$ cat src/rtl/fsm1011_moore_overlap.sv
// -----------------------------------------------------------------------------
// fsm1011_moore_overlap
//
// Moore serial detector for the bit pattern 1011. Overlapping matches are
// allowed. One bit is sampled per rising clock edge. The detect flag is high
// for the one cycle in which the FSM sits in the "1011 seen" state.
//
// Ports:
//   clk  - system clock; all state updates occur on the rising edge
//   rst  - asynchronous, active-low reset (0 = reset asserted)
//   in   - serial data bit, sampled on each rising clk edge
//   out  - detect flag; 1 only while PS == S4
// -----------------------------------------------------------------------------
module fsm1011_moore_overlap (
  input  logic clk,
  input  logic rst,
  input  logic in,
  output logic out
);

  typedef enum logic [2:0] {
    S0 = 3'b000,  // idle / no useful prefix
    S1 = 3'b001,  // saw "1"
    S2 = 3'b010,  // saw "10"
    S3 = 3'b011,  // saw "101"
    S4 = 3'b100   // saw "1011"
  } state_e;

  // Kept as a plain vector so the unused codes 101..111 are representable
  // and can be decoded back to S0.
  logic [2:0] PS;
  logic [2:0] NS;

  // Next-state logic
  always_comb begin
    NS = S0;
    case (PS)
      S0:      NS = in ? S1 : S0;
      S1:      NS = in ? S1 : S2;
      S2:      NS = in ? S3 : S0;
      S3:      NS = in ? S4 : S2;
      // Trailing "1" or "10" of the match is reused as the next prefix.
      S4:      NS = in ? S1 : S2;
      default: NS = S0;
    endcase
  end

  // State register
  always_ff @(posedge clk or negedge rst) begin
    if (!rst) begin
      PS <= S0;
    end else begin
      PS <= NS;
    end
  end

  // Moore output: decoded from the state register only, never from in.
  assign out = (PS == S4);

endmodule

$ cat config.mk
export PLATFORM = sky130hd
export DESIGN_NAME = fsm1011_moore_overlap
export DESIGN_NICKNAME = d
export VERILOG_FILES = /design/src/rtl/fsm1011_moore_overlap.sv
export SDC_FILE = /design/constraint.sdc
export NUM_CORES = 1
export LEC_CHECK = 0
export CORE_AREA = 2 2 39 41
export DETAILED_ROUTE_END_ITERATION = 8
export DIE_AREA = 0 0 41 43
export HOLD_SLACK_MARGIN = 0.12
export SETUP_SLACK_MARGIN = 0.4
export SYNTH_ARGS = -nofsm -noshare
export SYNTH_HDL_FRONTEND = slang
export SYNTH_SLANG_ARGS = --single-unit
$ cat constraint.sdc
create_clock -name clk -period 1.9 [get_ports clk]
set_clock_uncertainty 0.1 [all_clocks]
set_input_delay 0.475 -clock clk [delete_from_list [all_inputs] [get_ports clk]]
set_output_delay 0.475 -clock clk [all_outputs]
set_load 0.01 [all_outputs]
# Word-level counts from Yosys, hierarchy flattened
# Cells that the tools add are included.
# W data, S select, Z words.
# classes
eq_ne	4
reduce_logical	2
mux	5
# ops
op	count
$pmux W3 S4	1
$eq A3 B2 Y1 const B	2
$mux W2	2
$eq A3 B1 Y1 const B	1
$eq A3 B3 Y1 const B	1
$logic_not A3 Y1	1
$mux W3	1
$reduce_or A2 Y1	1
$mux W1	1
# totals
word_cells	12
inputBits	3
ff_bits	3
out_inout_bits	1

# Logic depth before layout (Yosys ltp)
# depth
ltp_word	3
mapped_depth	2

# Least setup slack after synthesis
# No wires, ideal clock.
# synth_timing
path_type	flip-flop to output port
startpoint	register PS[0]
endpoint	output port out
required_time_ns	1.325
stages_incl_launch_ff	2
setup_slack_ns	0.592
t_arrival_ns	0.733
n_path_buf	0
path_cell_list	dfrtp_1 > nor3b_1
# synth_via
elab_chain_len	1
# synth_rtl
element	line	source
start, declared	31	logic [2:0] PS;
start signal, assigned	51	PS <= S0;
start signal, assigned	53	PS <= NS;
$eq A3 B3 Y1	58	assign out = (PS == S4);
end, declared	18	output logic out
# Every way passes these cells.

# Worst setup path in the final report
# Ends and elaborated chain as after synthesis.

==> summary.txt <==
Cells and area
  • NumNets Final: 27
  • Max reg flops: 3
  • Diodes inserted: 0
  • Reg with most FFs: PS
  • P&R area growth vs syn: 74.6%
  • # fillers: 151
  • Area of all placed cells without fillers: 249 µm²
  • Share of cells above drive strength 1: 0.435
  • Largest regs: PS x3

CTS
  • CTS tree: done
  • Clk buf depth: 2
  • Worst-path clk slew: 0.04 ns
  • CTS root buffer: clkbuf_4
  • H-tree Lvls: 1
  • Total CTS buffers: 3
  • # clock sinks: 3
  • Worst-Skew Late Latency: 0.23 ns
  • Cts hold-fix bufs: 0

Logic synthesis
  • Cells after Synth: 12
  • Register area share after synthesis: 0.526
  • Number of register bits inferred by synthesis: 3
  • Syn Nets: 15
  • Synth area leader: dfrtp_1
  • Ys Warns: 0
  • Synthesized area per cell: ~12 µm²
  • Synthesized area: ~140 µm²
  • Top cell type's share of synthesized area: 0.526
  • Synth top area cells: dfrtp_1 53%, nor3b_1 11%, and4b_2 7.9%
  • Yosys cell types: 9

Placement
  • Placer Congestion: roughly 0.65
  • DP Area: slightly above 200 µm²
  • Port bufs: 3
  • DP Worst Slack: roughly 0.14 ns

Global routing
  • GR Util met2: 0.0563
  • Antenna violations before repair: 0
  • Number of global-route vias before repair: 126
  • GR Util met3: 0.0524
  • Largest net degree at the start of global routing: 7
  • First-pass GRT wire length: 565 µm
  • Met1 Use GR: 0.0613
  • GRT busiest layer: met1
  • Grt total ovfl: 0
  • Total track usage: 0.0533

Pwr
  • LEAKAGE: 0.000111 µW
  • VDD IR max: 0.340 mV
  • Tot Pwr: 216 µW
  • Power per cell area: approximately 870 nW/µm²

STA
  • Setup TNS: 0 ns
  • Final Setup Violations: 0
  • Minimum clock period: roughly 1.5 ns
  • Slew Limit Fails: 0
  • Worst slew margin: 0.855
  • Fin crit share: 0.799
  • RSZ-0062 raised after global routing: true
  • Worst-Margin Slew: between 0.2 and 0.25 ns
  • Final Hold Violating Endpoints: 0
  • Max Freq: about 660 MHz
  • Worst Setup Slack, final: 0.382 ns

Routing
  • Drt initial violations: 1
  • Total wire length: about 320 µm
  • Total number of vias: 139
  • WL per Instance: around 8.2 µm
  • DRC violations left: 0
  • TritonRoute pass-1 iters: 4
  • Drt via density: 3.56
  • Antenna viol nets, final: 0

Worst setup path
  • CP Launch Type: flop
  • Dominant delay contributor by cell family on the critical path: flip-flops
  • Crit path max-delay cell type: dfrtp_1
  • Worst endpoint required time: 1.32 ns
  • Setup crit end kind: primary output
  • CP max stage delay: 0.37 ns
  • CP max FO: 2
  • CP Data Arrival Time: 0.94 ns
  • Critical-path cell list: nor3b_2, buf_2
  • WP buf/inv: 1
  • Critical path class: flop to primary output

Flow run
  • Max Cap Viol: 0

Die
  • Die W: about 40 µm
  • Rows: 14
  • Initial Utilization: 0.103
  • Full die area: 1760 µm²
  • Total core area: 1380 µm²
  • I/O pins: 4
  • Die height: 43 µm

Hold path
  • Worst min-delay path class: input port to asynchronous set/reset pin

Run status
  • Status: finished clean
-- layout make-up --
| class | count | area, µm² | share of cell area |
|---|---|---|---|
| timing repair buffer | 7 | 55.1 | 0.221 |
| sequential | 3 | 75.1 | 0.302 |
| multi-input combinational | 9 | 72.6 | 0.291 |
| tap | 16 | 20.0 | 0.0804 |
| clock buffer | 4 | 26.3 | 0.106 |
-- repair_timing --
item / in CTS / in global routing
endpoints found under the hold margin: 0 / 0
gates resized for setup: 5 / 0
setup endpoints to repair: 1 / 1
pin swaps: 1 / 0
setup buffers: 2 / 0
-- power breakdown --
group,leakage (µW),switching (µW),internal [µW],total [µW]
sequential,0.0000385,3.56,69.7,73.3
combinational,0.0000573,13.0,20.6,33.6
clock,0.0000150,30.2,78.5,109
total,0.000111,46.7,169,216
-- placed cells by master, fill, tap and decap left out --
cell type / count
a21oi_1: 1
nor3b_2: 1
and4b_2: 1
nor2_1: 1
nor4bb_1: 1
nor4b_1: 1
dfrtp_1: 3
clkbuf_4: 3
or3_1: 1
o21a_1: 1
clkbuf_1: 1
nor3b_1: 1
buf_4: 4
clkdlybuf4s50_1: 2
buf_2: 1
-- path summary, 6_finish.rpt --
| kind | startpoint | end | slack (ns) | depth (start not counted) |
|---|---|---|---|---|
| min | rst | PS[2]$_DFF_PN0_ | 0.34 | 1 |
| max | PS[0]$_DFF_PN0_ | out | 0.38 | 2 |
| min reg2reg | PS[2]$_DFF_PN0_ | PS[0]$_DFF_PN0_ | 0.60 | 3 |
| max in group asynchronous | rst | PS[0]$_DFF_PN0_ | 1.21 | 1 |
| max reg2reg | PS[0]$_DFF_PN0_ | PS[1]$_DFF_PN0_ | 0.54 | 4 |
| min in group clk | PS[2]$_DFF_PN0_ | PS[0]$_DFF_PN0_ | 0.60 | 3 |
-- metrics by stage --
| stage | util | instances | hold slack, ns |
|---|---|---|---|
| after floorplan | - | 12 | 0.0794 |
| after global placement | 0.150 | 33 | 0.549 |
| after detailed placement | 0.150 | 33 | 0.543 |
| after CTS | 0.180 | 39 | 0.337 |
| after global routing | 0.180 | 39 | 0.347 |
| final | 0.180 | 39 | 0.339 |
-- worst reg2reg max path: cells and delay by family, from the launching register on --
| family | cells | cell delay (ns) |
|---|---|---|
| buf+inv | 2 | 0.27 |
| flops | 1 | 0.37 |
| simple gates | 2 | 0.49 |
-- logic make-up after synthesis --
family,count (synthesis),share of synthesized area
and+or+nand+nor,7,0.386
AOI/OAI and AO/OA,2,0.0877
DFF,3,0.526
-- cells in the mapped netlist --
cell / n
nor4b_1: 1
or3_1: 1
dfrtp_1: 3
a21oi_1: 1
nor2_1: 1
o21a_1: 1
nor3b_1: 2
and4b_2: 1
nor4bb_1: 1
-- metal layers --
layer | vias up | part of all wire
li1 | 71 | -
met5 | - | 0
met3 | 0 | 0.11
met4 | 0 | 0
met2 | 4 | 0.44
met1 | 64 | 0.45
No activity file was read; power rests on OpenSTA's default activity.
